[src/rtl/wir_loader.sv]
//-----------------------------------------------------------------------------
// wir_loader
//
// Loads one SIZE-bit instruction into a serially accessed Wrapper Instruction
// Register (WIR). A load runs CAPTURE -> SHIFT (SIZE cycles, LSB first) ->
// UPDATE -> DONE. While the new instruction is shifted in, the previous WIR
// content returned on wir_so is collected into readback.
//
// Build option:
//   WIR_LOADER_READBACK_EN  defined   : CAPTURE state and readback collection
//                                       are present.
//                           undefined : CAPTURE is skipped, wir_capture and
//                                       readback are tied to 0, wir_so unused.
//
// Ports:
//   CLK          in   clock, rising edge active
//   WRSTN        in   asynchronous active-low reset
//   start        in   request one load (sampled in IDLE only)
//   abort        in   cancel a load in CAPTURE/SHIFT
//   opcode       in   [SIZE] instruction, latched when start is accepted
//   busy         out  high whenever the FSM is not IDLE
//   done         out  one-cycle pulse after a completed load
//   wir_si       out  serial data to the WIR (0 outside SHIFT)
//   wir_capture  out  WIR capture strobe
//   wir_shift    out  WIR shift enable
//   wir_update   out  WIR update strobe
//   wir_so       in   serial data from the WIR
//   readback     out  [SIZE] previous WIR content collected during SHIFT
//-----------------------------------------------------------------------------
module wir_loader #(
    parameter int SIZE = 12
) (
    input  logic            CLK,
    input  logic            WRSTN,
    input  logic            start,
    input  logic            abort,
    input  logic [SIZE-1:0] opcode,
    output logic            busy,
    output logic            done,
    output logic            wir_si,
    output logic            wir_capture,
    output logic            wir_shift,
    output logic            wir_update,
    input  logic            wir_so,
    output logic [SIZE-1:0] readback
);

    localparam int CNT_W = $clog2(SIZE);

    typedef enum logic [2:0] {
        S_IDLE,
        S_CAPTURE,
        S_SHIFT,
        S_UPDATE,
        S_DONE
    } state_t;

    state_t            r_state;
    state_t            w_next;
    logic [CNT_W-1:0]  r_cnt;
    logic [SIZE-1:0]   r_sr;
    logic              r_busy;
    logic              r_done;
    logic              r_si;
    logic              r_shift;
    logic              r_update;
    logic              w_last;
    logic              w_si_next;

    always_comb begin
        w_next    = r_state;
        w_si_next = 1'b0;
        w_last    = (r_cnt == CNT_W'(SIZE - 1));
        case (r_state)
            S_IDLE: begin
                // abort has priority over a simultaneous start
                if (start && !abort) begin
`ifdef WIR_LOADER_READBACK_EN
                    w_next = S_CAPTURE;
`else
                    w_next = S_SHIFT;
`endif
                end
            end
            S_CAPTURE: w_next = abort ? S_IDLE : S_SHIFT;
            S_SHIFT: begin
                if (abort)       w_next = S_IDLE;
                else if (w_last) w_next = S_UPDATE;
            end
            S_UPDATE: w_next = S_DONE;
            S_DONE:   w_next = S_IDLE;
            default:  w_next = S_IDLE;
        endcase

        // wir_si is registered, so the bit for the coming shift cycle is
        // chosen here: bit 0 on entry, then the next bit of the shifting
        // register while SHIFT continues.
        if (w_next == S_SHIFT) begin
            case (r_state)
                S_SHIFT:   w_si_next = r_sr[1];
                S_CAPTURE: w_si_next = r_sr[0];
                default:   w_si_next = opcode[0];
            endcase
        end
    end

    always_ff @(posedge CLK or negedge WRSTN) begin
        if (!WRSTN) begin
            r_state  <= S_IDLE;
            r_cnt    <= '0;
            r_sr     <= '0;
            r_busy   <= 1'b0;
            r_done   <= 1'b0;
            r_si     <= 1'b0;
            r_shift  <= 1'b0;
            r_update <= 1'b0;
        end else begin
            r_state  <= w_next;
            r_busy   <= (w_next != S_IDLE);
            r_done   <= (w_next == S_DONE);
            r_si     <= w_si_next;
            r_shift  <= (w_next == S_SHIFT);
            r_update <= (w_next == S_UPDATE);

            if (r_state == S_IDLE && w_next != S_IDLE)
                r_sr <= opcode;
            else if (r_state == S_SHIFT && w_next != S_IDLE)
                r_sr <= r_sr >> 1;

            // counter restarts on every entry into SHIFT, so it never wraps
            if (r_state == S_SHIFT && w_next == S_SHIFT)
                r_cnt <= r_cnt + CNT_W'(1);
            else
                r_cnt <= '0;
        end
    end

    assign busy       = r_busy;
    assign done       = r_done;
    assign wir_si     = r_si;
    assign wir_shift  = r_shift;
    assign wir_update = r_update;

`ifdef WIR_LOADER_READBACK_EN
    logic            r_capture;
    logic [SIZE-1:0] r_readback;

    always_ff @(posedge CLK or negedge WRSTN) begin
        if (!WRSTN) begin
            r_capture  <= 1'b0;
            r_readback <= '0;
        end else begin
            r_capture <= (w_next == S_CAPTURE);
            // the edge closing shift cycle k stores bit k-1; an aborting
            // edge stores nothing, leaving unsampled bits untouched
            if (r_state == S_SHIFT && !abort)
                r_readback[r_cnt] <= wir_so;
        end
    end

    assign wir_capture = r_capture;
    assign readback    = r_readback;
`else
    logic w_unused;

    assign w_unused    = wir_so;
    assign wir_capture = 1'b0;
    assign readback    = '0;
`endif

endmodule

[config.mk]
export PLATFORM = sky130hd
export DESIGN_NAME = wir_loader
export DESIGN_NICKNAME = d
export VERILOG_FILES = /design/src/rtl/wir_loader.sv
export SDC_FILE = /design/constraint.sdc
export NUM_CORES = 1
export LEC_CHECK = 0
export ABC_CLOCK_PERIOD_IN_PS = 3000
export BUFFER_PORTS_ARGS = -buffer_cell sky130_fd_sc_hd__buf_4
export CAP_MARGIN = 25
export CORE_ASPECT_RATIO = 0.6
export CORE_MARGIN = 3
export CORE_UTILIZATION = 50
export DETAILED_ROUTE_END_ITERATION = 10
export PLACE_DENSITY_LB_ADDON = 0.12
export SLEW_MARGIN = 25
export SYNTH_ARGS = -nofsm -noshare
export SYNTH_HDL_FRONTEND = slang
export SYNTH_SLANG_ARGS = --single-unit
[constraint.sdc]
create_clock -name CLK -period 3 [get_ports CLK]
set_input_delay 0.3 -clock CLK [delete_from_list [all_inputs] [get_ports CLK]]
set_output_delay 0.3 -clock CLK [all_outputs]
set_load 0.01 [all_outputs]
=== Word level (Yosys, flattened, before mapping) ===
Cells that the tools add are included.

* Word-level logic and storage cells: 34
* Input port bits: 17
* Bits in registers: 24
* Output and inout port bits: 18

* Reduce and logical (&&, ||, !) cells: 8
* Mux-type cells: 10
* Add/sub/neg operators: 1
* Eq/ne operators: 7

{| class="wikitable"
|+ Operators with widths
! kind !! number
|-
| 12-bit 2-to-1 mux || 2
|-
| 3-bit by 2-bit == test with 1-bit output (second input constant) || 4
|-
| 3-bit one-hot mux with 4 select lines || 1
|-
| 3-bit 2-to-1 mux || 3
|-
| 4-bit by 1-bit adder with 4-bit output (second input constant) || 1
|-
| 4-bit == test (second input constant) || 1
|-
| 1-bit logical AND || 4
|-
| 4-bit 2-to-1 mux || 1
|-
| 3-bit by 1-bit == test with 1-bit output (second input constant) || 1
|-
| 3-bit == test (second input constant) || 1
|-
| 3-bit zero test || 1
|-
| 3-bit nonzero test || 1
|-
| 2-bit 2-to-1 mux || 1
|-
| 1-bit one-hot mux with 2 select lines || 1
|-
| 2-bit nonzero test || 1
|-
| 1-bit zero test || 1
|-
| 1-bit 2-to-1 mux || 1
|}

=== Logic depth before layout (Yosys ltp) ===
* Word-level depth: 8
* Mapped depth: 5
* Depth with buffers taken out: 4

=== Worst setup path before layout ===
Ideal clock, no wire load.

* Kind: register to register
* Start: reg r_state[0]
* End: reg r_sr[0]
* Period minus slack after synthesis: 1.542 ns
* Path buffers: 1
* Path slack: 1.458 ns
* Data required time: 2.875 ns
* Cell stages (with the launch flop): 5
* Data arrival time: 1.417 ns
* Setup time: 0.125 ns
* Cells stage by stage: dfrtp_1 -> or3_4 -> and3_4 -> buf_6 -> mux2_4

* Word-level cells in the longest chain between the ends: 6
* Elaborated cells on any way between the ends: 13
* Those cells by class: eq/ne: 3; mux: 5; reduce/logical: 5

{| class="wikitable"
|+ RTL lines
! item !! RTL line !! source
|-
| from (decl) || 58 || <nowiki>state_t r_state;</nowiki>
|-
| from (signal assigned) || 118 || <nowiki>r_state <= w_next;</nowiki>
|-
| 3-bit 2-to-1 mux || 88 || <nowiki>else if (w_last) w_next = S_UPDATE;</nowiki>
|-
| 3-bit 2-to-1 mux || 87 || <nowiki>if (abort) w_next = S_IDLE;</nowiki>
|-
| 3-bit one-hot mux with 4 select lines || 74 || <nowiki>case (r_state)</nowiki>
|-
| 3-bit nonzero test || 125, 127 ||
|-
| 1-bit logical AND, on equally long branches || 125, 127 ||
|-
| 12-bit 2-to-1 mux / 2-bit nonzero test (equally long branches) || n/a ||
|-
| to (signal assigned) || 126 || <nowiki>r_sr <= opcode;</nowiki>
|-
| to (signal assigned) || 128 || <nowiki>r_sr <= r_sr >> 1;</nowiki>
|-
| to (decl) || 61 || <nowiki>logic [SIZE-1:0] r_sr;</nowiki>
|}

Several ways; a longest one is shown, not always the timed one.
A chain may end at the register's enable or synchronous reset.

=== Worst setup path in the final report ===
* Start: reg r_state[1]
* End: reg r_sr[2]

Same word-level chain as after synthesis.

==> parameters.txt <==
Parameter                              Value

Setup path
  Kind of end point of the critical path ... flop
  Cell-by-cell trace of the critical path ... a211oi_1 -> and3_4 -> mux2_2
  Top Family by Delay on Critical Path ... flip-flops
  CP bufs+invs ... 0
  Slowest cell delay on critical path ... around 0.65 ns
  Critical-path top delay cell ... dfrtp_1
  Launch point of the critical path ... r_state[1]
  Crit path launch type ... flop
  Worst flop-to-flop path startpoint ... r_state[1]
  Required @ worst endpoint ... 3.15 ns
  Top fanout value on the critical path ... 21
  Critical path class ... reg2reg
  Worst path arrival time ... around 2.2 ns

Detailed routing
  Number of routed nets with antenna violations ... 0
  Residual DRC count ... 0
  Routed vias/inst ... roughly 5
  Routed via count ... about 730
  Count of TritonRoute iterations in the first routing pass ... 4
  First DRT Iteration DRCs ... 45
  Total wire length ... approximately 2000 um
  Routed wirelength normalized by instance count ... approximately 13 um

Finish
  Total non-filler cell area in the finished layout ... 0.00142 sq mm
  Antenna cell count ... 0
  Area Growth Syn to Fin ... 15.8%
  Filler Cells Inserted ... between 150 and 200
  Number of nets in the finished design ... approximately 140
  Share of layout cells above drive strength 1 ... 38.7%

Logic synthesis
  Fraction of registers with async set/reset ... between 90% and 100%
  Synth Flop Type ... dfrtp_1
  Register area share after synthesis ... 48.9%
  Synth unique cells ... 28
  Cells taking the most area after synthesis ... dfrtp_1 (49%), mux2_4 (11%), mux2_2 (10%)
  Yosys warns ... 0
  Post-synth top cells ... dfrtp_1 (24), buf_4 (14), mux2_2 (11), mux2_4 (9), nor2_1 (8)
  Share of the synthesized area in the top cell type ... roughly half
  Post-synth EDFFs ... 0
  Post-synthesis instance total ... between 90 and 100
  Post-synthesis instance area ... ~0.0012 sq mm
  Most used standard cell by instance count after synthesis ... dfrtp_1
  Top cell type by total area after synthesis ... dfrtp_1
  Syn_area_per_cell ... between 10 and 15 sq um
  Number of synthesized register bits ... 24

Power
  Power per Cell Area ... 568 mW/mm^2
  Switch share ... a little over a fifth
  Leak Pwr ... around 0.7 nW
  Fraction of power consumed by the clock network ... about a third
  Peak VDD IR ... 0.000391 V
  Combinational share of power ... about 17%
  Internal power component ... approximately 0.63 mW
  Share of power burned in registers ... between 40% and 50%
  Net switching power of the design ... ~0.18 mW

Placed design
  Post-detailed-placement half-perimeter wirelength ... 1440 um
  Post-placement setup slack ... 1.04 ns
  Port buffer count ... 20
  Gp weighted congestion ... about 0.73
  Placed inst area ... around 0.0013 sq mm

Global routing
  Remaining global-route overflow ... 0
  First-pass GRT wire length ... 3390 um
  Vias in the first global route ... 708
  Initial antenna violation count ... 0
  Pin count of the biggest net entering global routing ... 25
  Overall fraction of global-route tracks in use ... between 10% and 20%

Die
  DIE HEIGHT ... roughly 44 um
  Die Area ... ~0.0031 sq mm
  Initial Utilization ... between 50% and 60%
  Core area ... between 0.002 and 0.0025 sq mm
  Die extent in x ... between 60 and 70 um
  Core Rows ... 13
  Top-level port count ... 35

Run
  Number of maximum-capacitance violations ... 0

CTS
  Reg clk slew, reported paths ... 0.08 ns
  Number of levels in the clock H-tree ... 1
  Deepest clock path buffer count ... 2
  Root Buffer ... clkbuf_8
  Number of buffers created by CTS ... 3
  Post_cts resized ... 0
  Later-pin clock latency in the skew report ... between 0.2 and 0.3 ns
  Post-CTS setup buffer count ... 0
  CTS tree ... done
  Clock Sink Count ... 24

Timing
  Maximum achievable frequency ... between 0.4 and 0.5 GHz
  Post-route clock period utilization ... slightly below 70%
  Rel. slew slack ... a little over half
  RSZ-0062 raised after global routing ... false
  Worst-case clock skew ... roughly 0.0083 ns
  Actual transition at the worst max-transition pin ... 0.709 ns
  Final setup violation count ... 0
  Setup slack of the critical path after layout ... between 0.9 and 1 ns
  Endpoints failing hold ... 0
  Setup total negative slack ... 0 ns
  Final critical-path required period ... around 2.0 ns
  Pins Over Slew Limit ... 0

Min path
  Origin of the worst min-delay path ... opcode[1]
  Class of the tightest hold or removal check ... in2reg

Run status
  Outcome ... complete, no violations
-- metal layers --
metal	track usage, %	share of wire (%)
met1	19.5	49
met2	23.1	43
met3	4.31	7.3
met4	2.29	0
met5	0	0
-- path summary, 6_finish.rpt --
| check | depth (start not counted) | slack, ns | endpoint |
|---|---|---|---|
| setup / recovery | 3 | 0.97 | r_sr[2] |
| hold / removal | 3 | 0.33 | r_sr[1] |
| setup reg to reg | 3 | 0.97 | r_sr[2] |
| hold reg to reg | 1 | 0.47 | r_cnt[0] |
| max in group asynchronous | 2 | 2.30 | r_sr[0] |
| min in group asynchronous | 2 | 0.46 | busy |
-- kinds of logic (layout without fill, tap and decap cells) --
logic type      count (synthesis)  after routing  share of synthesized area, %
flops                          24             24                          48.9
buf+inv                        21             30                          11.3
other cells                     1             13                         0.305
simple gates                   20             20                          9.88
fa+ha+maj                       1              1                          1.02
compound gates                  7              7                          4.48
xor+xnor                        2              2                          1.43
mux                            22             22                          22.7
-- power groups by stage --
stage / clock [mW] / sequential (mW) / combinational, mW
after floorplan: 0 / 0.388 / 0.120
after global placement: 0 / 0.396 / 0.135
after detailed placement: 0 / 0.398 / 0.139
after CTS: 0.286 / 0.392 / 0.141
after global routing: 0.301 / 0.396 / 0.153
final: 0.276 / 0.392 / 0.139
-- metrics by stage --
| stage | instances | hold slack [ns] | utilization [%] | total power [mW] |
|---|---|---|---|---|
| 6_report | 149 | 0.326 | 63.4 | 0.808 |
| 5_1_grt | 149 | 0.335 | 63.4 | 0.850 |
| 4_1_cts | 149 | 0.324 | 63.4 | 0.819 |
| 3_5_place_dp | 144 | 0.213 | 59.8 | 0.536 |
| 3_3_place_gp | 144 | 0.215 | 59.8 | 0.531 |
| 2_1_floorplan | 110 | 0.00441 | - | 0.507 |
-- flip-flops by register name (all words and copies together) (netlist names) --
name	cells
busy	1
r_cnt	4
r_state	3
wir_update	1
r_sr	12
wir_si	1
wir_shift	1
done	1
-- tightest hold or removal path: cells and delay by family --
family	cells	cell delay [ns]
multiplexers	2	0.17
buffers and inverters	1	0.07
-- layout make-up --
| cell class | instances | area, sq um | share of cell area [%] |
|---|---|---|---|
| timing repair buffer | 21 | 160 | 11.3 |
| clock inverter | 1 | 30.0 | 2.11 |
| sequential | 24 | 601 | 42.2 |
| multi-input combinational | 65 | 534 | 37.6 |
| inverter | 5 | 18.8 | 1.32 |
| tap | 30 | 37.5 | 2.64 |
| clock buffer | 3 | 41.3 | 2.90 |
-- cell usage in the layout, fill, tap and decap left out, drive strengths merged, types with 2 or more instances in the layout --
cell type  synthesis  layout
mux2i              2       2
conb               1      13
nor4bb             2       2
inv                5       5
buf               15      20
clkbuf             1       3
nor2               8       8
dfrtp             24      24
a211oi             2       2
and3               4       4
mux2              20      20
-- timing repair --
item / in CTS / in global routing
setup endpoints to repair: 0 / 0
endpoints found under the hold margin: 24 / 0
hold buffers: 1 / 0
Power figures use the tool's default switching activity.
